File: src/rtl/pc_stack_unit.sv
// Program counter and hardware stack pointer unit.
// PC selects among return/jump/ALU targets; SP tracks a bounded stack.
module pc_stack_unit #(
   parameter int              DW          = 32,
   parameter logic [DW-1:0]   RESET_PC    = '0,
   parameter logic [DW-1:0]   STACK_BASE  = 'h0000_00FF,
   parameter logic [DW-1:0]   STACK_LIMIT = 'h0000_00C0
) (
   input  logic          clk,
   input  logic          rst,
   input  logic          PCWrite,
   input  logic          PCWriteCond,
   input  logic          ALUZeroCond,
   input  logic          BLTCond,
   input  logic          BGTCond,
   input  logic [1:0]    PCSource,
   input  logic          StackSig,
   input  logic          sp_pop,
   input  logic [DW-1:0] alu_result,
   input  logic [DW-1:0] alu_out,
   input  logic [DW-1:0] mem_data,
   input  logic [25:0]   imm26,
   input  logic          alu_zero,
   input  logic          alu_neg,
   output logic [DW-1:0] pc,
   output logic [DW-1:0] sp,
   output logic          taken,
   output logic          stack_ovf,
   output logic          stack_unf
);

   logic [DW-1:0] pc_q, pc_d;
   logic [DW-1:0] sp_q, sp_d;
   logic          taken_q, taken_d;
   logic          ovf_q, ovf_d;
   logic          unf_q, unf_d;

   logic [DW-1:0] next_pc;
   logic          cond_ok;
   logic          pc_load;
   logic          push;
   logic          pop;

   // Next-PC source mux; jump keeps the upper region bits of the current PC.
   always_comb begin
      next_pc = pc_q;
      unique case (PCSource)
         2'b00:   next_pc = mem_data;
         2'b01:   next_pc = {pc_q[DW-1:26], imm26};
         2'b10:   next_pc = alu_result;
         default: next_pc = alu_out;
      endcase
   end

   // Branch condition evaluation and PC/taken next state.
   always_comb begin
      cond_ok = (PCWriteCond & (ALUZeroCond ? alu_zero : ~alu_zero))
              | (BLTCond & alu_neg)
              | (BGTCond & ~alu_neg & ~alu_zero);
      pc_load = PCWrite | cond_ok;
      pc_d    = pc_q;
      taken_d = taken_q;
      if (pc_load) begin
         pc_d    = next_pc;
         // A plain ALU fetch (PCSource 10) is sequential flow, not a redirect.
         taken_d = cond_ok | (PCWrite & (PCSource != 2'b10));
      end
   end

   // Stack pointer next state with bound checks; errors are sticky.
   always_comb begin
      push  = StackSig & ~sp_pop;
      pop   = sp_pop & ~StackSig;
      sp_d  = sp_q;
      ovf_d = ovf_q;
      unf_d = unf_q;
      if (push) begin
         if (sp_q == STACK_LIMIT) begin
            ovf_d = 1'b1;
         end else begin
            sp_d = sp_q - 1'b1;
         end
      end else if (pop) begin
         if (sp_q == STACK_BASE) begin
            unf_d = 1'b1;
         end else begin
            sp_d = sp_q + 1'b1;
         end
      end
   end

   // State registers with asynchronous reset.
   always_ff @(posedge clk or posedge rst) begin
      if (rst) begin
         pc_q    <= RESET_PC;
         sp_q    <= STACK_BASE;
         taken_q <= 1'b0;
         ovf_q   <= 1'b0;
         unf_q   <= 1'b0;
      end else begin
         pc_q    <= pc_d;
         sp_q    <= sp_d;
         taken_q <= taken_d;
         ovf_q   <= ovf_d;
         unf_q   <= unf_d;
      end
   end

   assign pc        = pc_q;
   assign sp        = sp_q;
   assign taken     = taken_q;
   assign stack_ovf = ovf_q;
   assign stack_unf = unf_q;

endmodule

File: config.mk
export PLATFORM = sky130hd
export DESIGN_NAME = pc_stack_unit
export DESIGN_NICKNAME = d
export VERILOG_FILES = /design/src/rtl/pc_stack_unit.sv
export SDC_FILE = /design/constraint.sdc
export NUM_CORES = 1
export LEC_CHECK = 0
export CAP_MARGIN = 40
export CORE_MARGIN = 3
export CORE_UTILIZATION = 26
export CTS_BUF_LIST = sky130_fd_sc_hd__clkbuf_8
export DETAILED_ROUTE_END_ITERATION = 16
export MAX_ROUTING_LAYER = met4
export RECOVER_POWER = 25
export SLEW_MARGIN = 25
export SYNTH_ARGS = -nofsm -noshare
export SYNTH_HDL_FRONTEND = slang
export SYNTH_SLANG_ARGS = --single-unit
File: constraint.sdc
create_clock -name clk -period 7.6 [get_ports clk]
set_clock_uncertainty 0.2 [all_clocks]
set_input_delay 1.14 -clock clk [delete_from_list [all_inputs] [get_ports clk]]
set_output_delay 1.14 -clock clk [all_outputs]
set_load 0.05 [all_outputs]
==> flow_metrics.env <==
export IMPL_clock_sinks=67
export IMPL_pin_count=202
export IMPL_synthesis_area_sq_mm=0.00579
export IMPL_path_max_fanout=34
export IMPL_design_power_total_w=0.00250
export IMPL_dieArea_sq_mm=0.0241
export IMPL_routedWlPerCell_um=18.1
export IMPL_hold_path_class="reg -> reg"
export IMPL_finalSetupViolCount=0
export IMPL_postRouteAntennaNets=0
export IMPL_finish_utilization_pct=37.5
export IMPL_worst_pin_slew_ns=2.04
export IMPL_dp_hpwl_mm=15.0
export IMPL_crit_top_cell="clkbuf_1"
export IMPL_avgSynthCellArea_sq_um=8.95
export IMPL_port_buffers=201
export IMPL_drive_above_1_share_pct=11.7
export IMPL_ir_worst_vdd_v=0.000105
export IMPL_place_congestion=0.832
export IMPL_antenna_found_initial=0
export IMPL_endpoint_kind="asynchronous set/reset pin"
export IMPL_synth_top_area_share_pct=25.5
export IMPL_clock_fmax_mhz=210
export IMPL_crit_chain="dlygate4sd3_1, clkinv_1, clkbuf_1, clkbuf_1"
export IMPL_grt_usage_pct=16.6
export IMPL_slowest_delay_ns=1.55
export IMPL_clk_latency_ns=0.37
export IMPL_leakagePower_nw=3.05
export IMPL_cts_hold_buf=0
export IMPL_layout_commonest_cell="clkdlybuf4s50_1"
export IMPL_post_route_period_util_pct=62.7
export IMPL_htree_levels=3
export IMPL_clk_path_buf_depth=2
export IMPL_outcome="complete, but fails checks"
export IMPL_drc=0
export IMPL_finalNetCount=944
export IMPL_numCtsBuffers=9
export IMPL_post_synth_top_area_cell="dfrtp_1"
export IMPL_synth_enable_flop_cells=0
export IMPL_vias_per_cell=5.13
export IMPL_final_cell_mix="199 x clkdlybuf4s50_1, 125 x nand2_1, 59 x dfrtp_1, 37 x xnor2_1, 34 x nor2_1"
export IMPL_async_flop_share_pct=100
export IMPL_ys_ff_latch=67
export IMPL_root_buffer="clkbuf_8"
export IMPL_setup_tns_ns=0
export IMPL_fin_crit_ns=4.77
export IMPL_drv_slew=70
export IMPL_grt_overflow=0
export IMPL_start_util_pct=27.0
export IMPL_cts_resized=0
export IMPL_start_kind="input port"
export IMPL_rsz0062_at_grt="false"
export IMPL_num_vias=5565
export IMPL_finalWirelength_mm=19.6
export IMPL_worstSetupPathType="in -> async"
export IMPL_postCtsSetupBuffers=0
export IMPL_maxCapViolations=2
export IMPL_grt_pass1_wl_mm=30.8
export IMPL_antenna_cells=0
export IMPL_die_x_um=155
export IMPL_worst_ep_arrival_time_ns=4.64
export IMPL_violations="max-capacitance violations, max-slew violations"
export IMPL_die_h_um=155
export IMPL_synth_cells=647
export IMPL_critPathRequiredTime_ns=7.47
export IMPL_cts_tree="built"
export IMPL_drt_pass1_iter_count=6
export IMPL_rows=53
export IMPL_core_sq_mm=0.0215
export IMPL_path_clk_slew_ns=0.08
export IMPL_ys_seq_area_share_pct=29.1
export IMPL_grt_pass1_vias=5556
export IMPL_power_density_mw_per_mm2=310
export IMPL_hold_viol=0
export IMPL_synth_main_ff_cell="dfrtp_1"
export IMPL_grt_max_degree=46
export IMPL_synth_area_leaders="dfrtp_1 25%, mux4_2 10%, nand2_1 8.1%"
export IMPL_ys_types=90
export IMPL_ys_warn_count=0
export IMPL_cpMaxStageDelayCell="clkbuf_1"
export IMPL_relSlewSlack_pct=-35.9
export IMPL_drt_iter0_drc=336
export IMPL_area_growth_pct=39.1
export IMPL_path_delay_family="buffers and inverters"
export IMPL_crit_buf_inv=4
export IMPL_syn_nets=786
-- metal layers --
layer,routed length [um],GRT usage (%),vias up
li1,-,-,2680
met1,8170,20.2,2634
met2,9720,27.7,227
met3,1290,3.45,24
met4,446,5.38,0
met5,0,-,-
-- path summary, 6_finish.rpt --
kind	startpoint	endpoint	slack, ns	depth (start not counted)
worst min register to register	pc[5]	pc[5]	0.27	2
worst min-delay path	pc[5]	pc[5]	0.27	2
worst max register to register	sp[28]	sp[17]	4.50	7
worst max-delay path	rst	sp[23]	2.83	4
min in group asynchronous	rst	pc[4]	1.67	3
max in group clk	StackSig	sp[29]	3.14	10
-- power by group --
group / internal (W) / leakage [nW] / switching [W]
Clock: 0.000238 / 0.130 / 0.000165
Combinational: 0.000523 / 2.14 / 0.000788
Sequential: 0.000486 / 0.777 / 0.000301
-- cells in the mapped netlist, types with 5 or more instances --
library cell	number
nand2_1	125
dfrtp_1	59
xnor2_1	37
nor2_1	35
clkbuf_1	30
mux4_2	26
o21ai_0	24
nor3_1	22
a21oi_1	20
mux2i_1	19
inv_1	16
buf_2	14
nand3_1	14
a32oi_1	11
o31a_1	10
nor4_1	9
dfstp_2	8
o22ai_1	8
o21ai_1	7
clkbuf_8	6
o221a_2	6
and4b_1	5
nand2b_1	5
-- stage by stage --
stage	hold WS, ns	worst slack [ns]	cell area [sq um]	cells
detailed placement	0.247	2.78	7820	1069
floorplan	0.428	3.14	5790	647
CTS	0.275	3.18	8080	1085
finish	0.268	2.83	8060	1085
global placement	0.250	2.83	7790	1067
global route	0.290	2.07	8060	1085
-- cell families (layout without fill, tap and decap cells) --
logic type / after synthesis / after routing / synth area share (%)
and+or+nand+nor: 263 / 263 / 22.4
AOI/OAI and AO/OA: 147 / 147 / 19.7
buffers and inverters: 79 / 242 / 8.14
DFF: 67 / 67 / 29.1
muxes: 46 / 46 / 13.6
xor gates and xnor gates: 41 / 41 / 6.20
adders and majority gates: 4 / 4 / 0.864
-- final cells by class --
type                    count  area, sq um
inverters                  17         63.8
multi-input cells         501         3640
clock buffers              11          151
fillers                  2266        13400
clock inverters             5          108
flip-flops and latches     67         1690
well taps                 275          344
repair buffers            209         2060
-- registers in the layout, indices dropped and copies added (netlist names) --
signal	count
stack_ovf	1
sp	32
taken	1
stack_unf	1
pc	32
-- worst reg2reg max path: cells and delay by family (launching register included) --
kind | cells | cell delay [ns]
xor gates and xnor gates | 1 | 0.14
muxes | 1 | 0.29
DFF | 1 | 0.52
and+or+nand+nor | 4 | 1.55
AOI/OAI and AO/OA | 1 | 0.33
(Power assumes the default switching activity.)
